## src/rtl/otter_cu_fsm.sv

```systemverilog
// -----------------------------------------------------------------------------
// otter_cu_fsm
//   Multi-cycle sequencer for the OTTER RISC-V core. It works next to the
//   combinational control decoder. Each instruction goes through fetch and
//   execute. Loads add a writeback wait, and an interrupt entry cycle can
//   follow any instruction. External interrupt requests are latched and are
//   taken only at instruction boundaries.
//
// Parameters
//   LOAD_WAIT  cycles spent in writeback for a load (1..15); this models
//              the data-memory read latency
//
// Ports
//   CLK        system clock, rising edge
//   RST        synchronous reset, active low
//   opcode     ir[6:0]
//   func3      ir[14:12]
//   intr       external interrupt request (level or single-cycle pulse)
//   mie        machine interrupt enable from the CSR block
//   rst_pc     resets the PC register
//   PCWrite    PC register load enable
//   regWrite   register file write enable
//   memRDEN1   instruction memory read enable
//   memRDEN2   data memory read enable
//   memWE2     data memory write enable
//   csr_WE     CSR write enable
//   int_taken  interrupt entry (decoder selects MTVEC, writes mepc)
//   mret_exec  MRET executing (CSR block restores mie)
// -----------------------------------------------------------------------------
module otter_cu_fsm #(
  parameter int LOAD_WAIT = 1
) (
  input  logic       CLK,
  input  logic       RST,
  input  logic [6:0] opcode,
  input  logic [2:0] func3,
  input  logic       intr,
  input  logic       mie,
  output logic       rst_pc,
  output logic       PCWrite,
  output logic       regWrite,
  output logic       memRDEN1,
  output logic       memRDEN2,
  output logic       memWE2,
  output logic       csr_WE,
  output logic       int_taken,
  output logic       mret_exec
);

  localparam logic [6:0] OP_LOAD   = 7'b0000011;
  localparam logic [6:0] OP_STORE  = 7'b0100011;
  localparam logic [6:0] OP_BRANCH = 7'b1100011;
  localparam logic [6:0] OP_LUI    = 7'b0110111;
  localparam logic [6:0] OP_AUIPC  = 7'b0010111;
  localparam logic [6:0] OP_JAL    = 7'b1101111;
  localparam logic [6:0] OP_JALR   = 7'b1100111;
  localparam logic [6:0] OP_IMM    = 7'b0010011;
  localparam logic [6:0] OP_REG    = 7'b0110011;
  localparam logic [6:0] OP_SYS    = 7'b1110011;

  localparam logic [2:0] F3_MRET   = 3'b000;
  localparam logic [2:0] F3_CSRRW  = 3'b001;

  // The counter is loaded in EXEC so that it reaches zero on the last
  // writeback cycle.
  localparam logic [3:0] WB_RELOAD = 4'(LOAD_WAIT - 1);

  generate
    if (LOAD_WAIT < 1 || LOAD_WAIT > 15) begin : g_bad_load_wait
      $error("otter_cu_fsm: LOAD_WAIT must be in 1..15");
    end
  endgenerate

  typedef enum logic [2:0] {
    ST_INIT  = 3'd0,
    ST_FETCH = 3'd1,
    ST_EXEC  = 3'd2,
    ST_WB    = 3'd3,
    ST_INTR  = 3'd4
  } state_t;

  state_t     state_q, state_d;
  logic [3:0] wait_cnt_q, wait_cnt_d;
  logic       intr_pend_q, intr_pend_d;
  logic       take;
  logic       is_load;

  // A request is live if it is already latched or is arriving this cycle.
  // It only matters on the final cycle of an instruction.
  assign take    = (intr_pend_q | intr) & mie;
  assign is_load = (opcode == OP_LOAD);

  // ---------------------------------------------------------------------------
  // Next-state, wait counter and pending-interrupt logic
  // ---------------------------------------------------------------------------
  always_comb begin
    state_d    = state_q;
    wait_cnt_d = wait_cnt_q;

    // ST_INTR always leaves to ST_FETCH, so clearing here is the clear on
    // that edge. A request arriving during ST_INTR wins and is kept for
    // the next boundary. Outside ST_INTR the flag is held while mie is 0.
    if (state_q == ST_INTR) begin
      intr_pend_d = intr;
    end else begin
      intr_pend_d = intr_pend_q | intr;
    end

    case (state_q)
      ST_INIT: begin
        state_d = ST_FETCH;
      end

      ST_FETCH: begin
        state_d = ST_EXEC;
      end

      ST_EXEC: begin
        if (is_load) begin
          wait_cnt_d = WB_RELOAD;
          state_d    = ST_WB;
        end else if (take) begin
          state_d = ST_INTR;
        end else begin
          state_d = ST_FETCH;
        end
      end

      ST_WB: begin
        if (wait_cnt_q != 4'd0) begin
          wait_cnt_d = wait_cnt_q - 4'd1;
        end else if (take) begin
          state_d = ST_INTR;
        end else begin
          state_d = ST_FETCH;
        end
      end

      ST_INTR: begin
        state_d = ST_FETCH;
      end

      default: begin
        state_d = ST_INIT;
      end
    endcase
  end

  // ---------------------------------------------------------------------------
  // Output decode: state plus the current instruction fields
  // ---------------------------------------------------------------------------
  always_comb begin
    rst_pc    = 1'b0;
    PCWrite   = 1'b0;
    regWrite  = 1'b0;
    memRDEN1  = 1'b0;
    memRDEN2  = 1'b0;
    memWE2    = 1'b0;
    csr_WE    = 1'b0;
    int_taken = 1'b0;
    mret_exec = 1'b0;

    case (state_q)
      ST_INIT: begin
        rst_pc = 1'b1;
      end

      ST_FETCH: begin
        memRDEN1 = 1'b1;
      end

      ST_EXEC: begin
        case (opcode)
          OP_LOAD: begin
            // The PC advances at the end of writeback, not here.
            memRDEN2 = 1'b1;
          end
          OP_STORE: begin
            memWE2  = 1'b1;
            PCWrite = 1'b1;
          end
          OP_BRANCH: begin
            PCWrite = 1'b1;
          end
          OP_LUI, OP_AUIPC, OP_JAL, OP_JALR, OP_IMM, OP_REG: begin
            PCWrite  = 1'b1;
            regWrite = 1'b1;
          end
          OP_SYS: begin
            PCWrite = 1'b1;
            case (func3)
              F3_MRET: begin
                mret_exec = 1'b1;
              end
              F3_CSRRW: begin
                regWrite = 1'b1;
                csr_WE   = 1'b1;
              end
              default: begin
                // Unsupported SYSTEM functions only advance the PC.
              end
            endcase
          end
          default: begin
            // Illegal opcodes only advance the PC.
            PCWrite = 1'b1;
          end
        endcase
      end

      ST_WB: begin
        if (wait_cnt_q != 4'd0) begin
          memRDEN2 = 1'b1;
        end else begin
          regWrite = 1'b1;
          PCWrite  = 1'b1;
        end
      end

      ST_INTR: begin
        int_taken = 1'b1;
        PCWrite   = 1'b1;
      end

      default: begin
      end
    endcase
  end

  // ---------------------------------------------------------------------------
  // State registers
  // ---------------------------------------------------------------------------
  always_ff @(posedge CLK) begin
    if (!RST) begin
      state_q     <= ST_INIT;
      wait_cnt_q  <= 4'd0;
      intr_pend_q <= 1'b0;
    end else begin
      state_q     <= state_d;
      wait_cnt_q  <= wait_cnt_d;
      intr_pend_q <= intr_pend_d;
    end
  end

endmodule

```

## config.mk

```make
export PLATFORM = sky130hd
export DESIGN_NAME = otter_cu_fsm
export DESIGN_NICKNAME = d
export VERILOG_FILES = /design/src/rtl/otter_cu_fsm.sv
export SDC_FILE = /design/constraint.sdc
export NUM_CORES = 1
export LEC_CHECK = 0
export ABC_AREA = 1
export ABC_CLOCK_PERIOD_IN_PS = 1400
export CORE_MARGIN = 5
export CORE_UTILIZATION = 42
export DETAILED_ROUTE_END_ITERATION = 10
export PLACE_DENSITY = 0.76
export SYNTH_ARGS = -nofsm -noshare
export SYNTH_HDL_FRONTEND = slang
export SYNTH_SLANG_ARGS = --single-unit
```

## constraint.sdc

```tcl
create_clock -name CLK -period 1.4 [get_ports CLK]
set_clock_uncertainty 0.05 [all_clocks]
set_input_delay 0.14 -clock CLK [delete_from_list [all_inputs] [get_ports CLK]]
set_output_delay 0.14 -clock CLK [all_outputs]
set_load 0.03 [all_outputs]
```

# After elaboration in Yosys (flattened, before gate mapping)
# Index checks and enable logic that the tools add are counted.
[word_totals]
word_cells = 57
register_bits = 8
input_bits = 14
output_inout_bits = 9
[classes]
eq_ne = 17
n_mux = 27
bitwise = 2
add_sub_neg = 1
reduce_logical = 7
[ops]
columns = ["operator", "n"]
rows = [
  ["7-bit by 6-bit equality test with 1-bit output, second input constant", 3],
  ["7-bit equality test, second input constant", 3],
  ["1-bit two-way mux", 16],
  ["7-bit by 5-bit equality test with 1-bit output, second input constant", 2],
  ["3-bit one-hot mux with 4 select lines", 1],
  ["3-bit two-way mux", 3],
  ["4-bit two-way mux", 2],
  ["4-bit one-hot mux with 2 select lines", 1],
  ["7-bit by 2-bit equality test with 1-bit output, second input constant", 1],
  ["3-bit by 1-bit equality test with 1-bit output, second input constant", 2],
  ["3-bit by 2-bit equality test with 1-bit output, second input constant", 2],
  ["3-bit zero test", 2],
  ["2-bit != test, second input constant", 3],
  ["1-bit one-hot mux with 2 select lines", 3],
  ["6-bit OR reduction", 1],
  ["4-bit nonzero test", 1],
  ["4-bit by 1-bit subtractor with 4-bit output, second input constant", 1],
  ["3-bit equality test, second input constant", 1],
  ["1-bit one-hot mux with 3 select lines", 1],
  ["3-bit AND reduction", 1],
  ["2-bit nonzero test", 1],
  ["2-bit OR reduction", 1],
  ["1-bit AND", 1],
  ["1-bit OR", 1],
]

# Logic depth before layout (Yosys ltp)
[depth]
depth_word = 5
mapped_depth = 8
depth_no_buf = 8

# Least setup slack after synthesis
# No wires, ideal clock.
[synth_path]
kind = "register to output"
start = "register state_q[2]"
end = "output port memWE2"
path_slack_ns = -0.374
arrival_time_ns = 1.584
path_stages_with_launch = 6
required_time_ns = 1.210
n_path_buf = 0
path_cell_list = "dfxtp_1 -> inv_2 -> nand2_2 -> nor2_4 -> nand2_1 -> nor4_1"
[synth_via]
elab_chain_cells = 2
[synth_rtl]
columns = ["item", "line_no", "rtl"]
rows = [
  ["start: declaration", "82", "state_t state_q, state_d;"],
  ["start signal: assignment", "239", "state_q <= state_d;"],
  ["3-bit by 2-bit equality test with 1-bit output", "163", "case (state_q)"],
  ["1-bit two-way mux", "163", ""],
  ["end: declaration", "44", "output logic memWE2,"],
]
# No other way between the ends.

# Worst setup path after layout
[layout_path]
start = "register state_q[2]"
end = "output port memRDEN2"
[layout_via]
elab_chain_cells = 2
word_cells_on_any_way = 3
cone_classes = "eq/ne (2); mux (1)"
[layout_rtl]
columns = ["item", "line_no", "rtl"]
rows = [
  ["3-bit by 2-bit equality test with 1-bit output", "163", ""],
  ["1-bit one-hot mux with 2 select lines (*)", "163", ""],
  ["end: declaration", "43", "output logic memRDEN2,"],
]
# Every way passes the cells marked *; elsewhere a longest branch is shown, timed or not.

==> results.cfg <==
[clock_network]
cts_hold_buf = 0
clock_sinks = 8
clk_pin_slew_ns = 0.06
cts_tree = built
cts_buffers = 3
clkLatencyLatePin_ns = 0.26
htreeDepth = 1
clock_path_buffers = 2
cts-root-buf = clkbuf_4

[routing]
wl_per_cell_um = 13.0
ant_nets = 0
drt-met1-wl_um = 855
wl_met3_um = 89
vias_per_cell = 5.15
first_iter_violations = 17
drt_wl_total_um = 2030
wl_met2_um = 1060
top_layer = met4
drc_errors = 0
vias = 809
drt-pass1-iter-count = 4

[logic_synthesis]
synth_cells = 101
ys_types = 20
avgSynthCellArea_um2 = 6.21
synth_top_area_share_pct = 25.5
synth.area.top_cells = dfxtp_1 26%, nand2_1 13%, nand3_1 11%
yosysSeqAreaShare_pct = 25.5
synth_top_cell_by_area = dfxtp_1
netlist_area_um2 = 627
yosysWarnings = 0
synth.net_count = 117
yosys_register_bits = 8

[setup_path]
critPathMaxStageDelay_ns = 0.33
cp.required_ns = 1.21
start_kind = register
cpMostUsedCell = nand2_4
crit_arrival_ns = 1.26
cp_top_family = simple AND/OR/NAND/NOR gates
cp_max_fo = 5
worstPathCellList = inv_2, nand2_4, nor2_4, buf_4, nand3_4, nand2_4, buf_6
end_kind = output pin
path_buf_inv = 3
crit_slowest_cell = dfxtp_2
critPathKind = register to output pin

[final_layout]
insertedDiodeCount = 0
nNetsFinal = 159
layout_common_cells = 19 x buf_4, 15 x nand2_1, 12 x nor2_1, 11 x inv_1, 10 x dlygate4sd2_1
drive_gt1_share_pct = 45.4
syn_to_final_growth_pct = 75.0
final_common_cell = buf_4

[timing]
setup_violations = 5
hold_violations = 0
fin_crit_sh_pct = 104
min_period_ns = 1.45
rsz0062_at_grt = true
holdWs_ns = 0.438
worst_pin_slew_ns = 0.254
slew_headroom_pct = 82.9
final-max-slew-violation-count = 0
setup_ws_ns = -0.0538
max_freq_ghz = 0.688
fin_tns_setup_ns = -0.188

[status]
violations = setup timing
status = finished with violations

[power_and_ir_drop]
pwr_density_cell_mw_per_mm2 = 584
p_leak_nw = 0.554
internal-power_w = 0.000425
pwr-share-seq_pct = 38.8
ir_drop_mv = 0.531
combinationalPowerShare_pct = 31.6
sw_frac_of_total_pct = 33.6
power.switching_w = 0.000216
clkPwrFrac_pct = 29.7

[placement]
gp_congestion = 0.817
place_ws_ns = -0.208
port_buffers = 22
hpwl_um = 1290

[die]
dieArea_mm2 = 0.00236
fp-row-count = 14
die_w_um = 48.6
initial_core_util_pct = 43.1
fp.dieH_um = 48.6
coreArea_mm2 = 0.00145
pin_count = 23

[hold_path]
hold_class = input pin to register

[global_routing]
overflow = 0
grt_max_degree = 8
first_global_vias = 770
antenna_found_initial = 0
grt_pass1_wl_um = 3330
grt_use_total_pct = 17.5

[job]
drv_cap = 0
-- cells by family (layout without fill, tap and decap cells) --
| group | after synthesis | in the layout | share of synthesized area [%] |
|---|---|---|---|
| AOI/OAI and AO/OA | 11 | 11 | 9.18 |
| DFF | 8 | 8 | 25.5 |
| buffers and inverters | 18 | 58 | 10.8 |
| xor gates and xnor gates | 1 | 1 | 1.40 |
| adders and majority gates | 2 | 2 | 3.99 |
| and+or+nand+nor | 61 | 61 | 49.1 |
-- through the flow --
step / power, W / area, um^2 / instances / utilization, %
after CTS: 0.000633 / 1080 / 157 / 74.6
after global placement: 0.000427 / 912 / 146 / 62.7
after global routing: 0.000679 / 1100 / 157 / 75.5
after floorplan: 0.000343 / 642 / 101 / -
final: 0.000641 / 1100 / 157 / 75.5
after detailed placement: 0.000429 / 912 / 146 / 62.7
-- path summary, 6_finish.rpt --
check,startpoint,to,slack [ns],cells after the start
setup reg to reg,state_q[2],state_q[0],0.04,8
hold / removal,RST,state_q[2],0.44,3
setup / recovery,state_q[2],memRDEN2,-0.05,7
hold reg to reg,wait_cnt_q[1],wait_cnt_q[1],0.44,2
-- area by class of cell --
cell class,count,area [um^2]
clock buffers,3,22.5
fillers,112,357
inverters,18,67.6
multi-input cells,75,499
flip-flops and latches,8,171
well taps,16,20.0
repair buffers,37,317
-- cells in the mapped netlist (all sizes together) --
master,number
inv,18
nor3,2
a21oi,6
ha,2
a31oi,2
xnor2,1
nor2,16
o21ai,3
nand3,15
nor4,2
nand2,25
or2,1
dfxtp,8
-- power groups by stage --
stage	clock [W]	combinational (W)	sequential [W]
2_1_floorplan	0	0.0000924	0.000251
5_1_grt	0.000210	0.000219	0.000250
3_3_place_gp	0	0.000175	0.000252
6_report	0.000190	0.000202	0.000249
4_1_cts	0.000187	0.000198	0.000248
3_5_place_dp	0	0.000177	0.000252
-- what timing repair did --
item / CTS / global route
buffers inserted: 8 / 0
setup endpoints to repair: 6 / 13
gates resized for setup: 44 / 4
pin swaps: 14 / 1
-- flip-flops by register name, summed over array words and instances (netlist names) --
name and flops:
intr_pend_q 1, state_q 3, wait_cnt_q 4
-- per-layer routing --
metal  GRT usage [%]  vias to the layer above
met5               0                        -
met4            6.73                        0
met3            4.29                        4
met2            32.4                       26
met1            18.5                      374
li1                -                      405
-- worst register-to-register path: stages, from the launching register on --
cell	delay, ns
dfxtp_2	0.33
inv_2	0.07
nand2_4	0.05
nor2_4	0.13
buf_4	0.14
nand3_4	0.08
buf_4	0.17
buf_4	0.13
a31oi_1	0.13
Power figures use the tool's default switching activity.
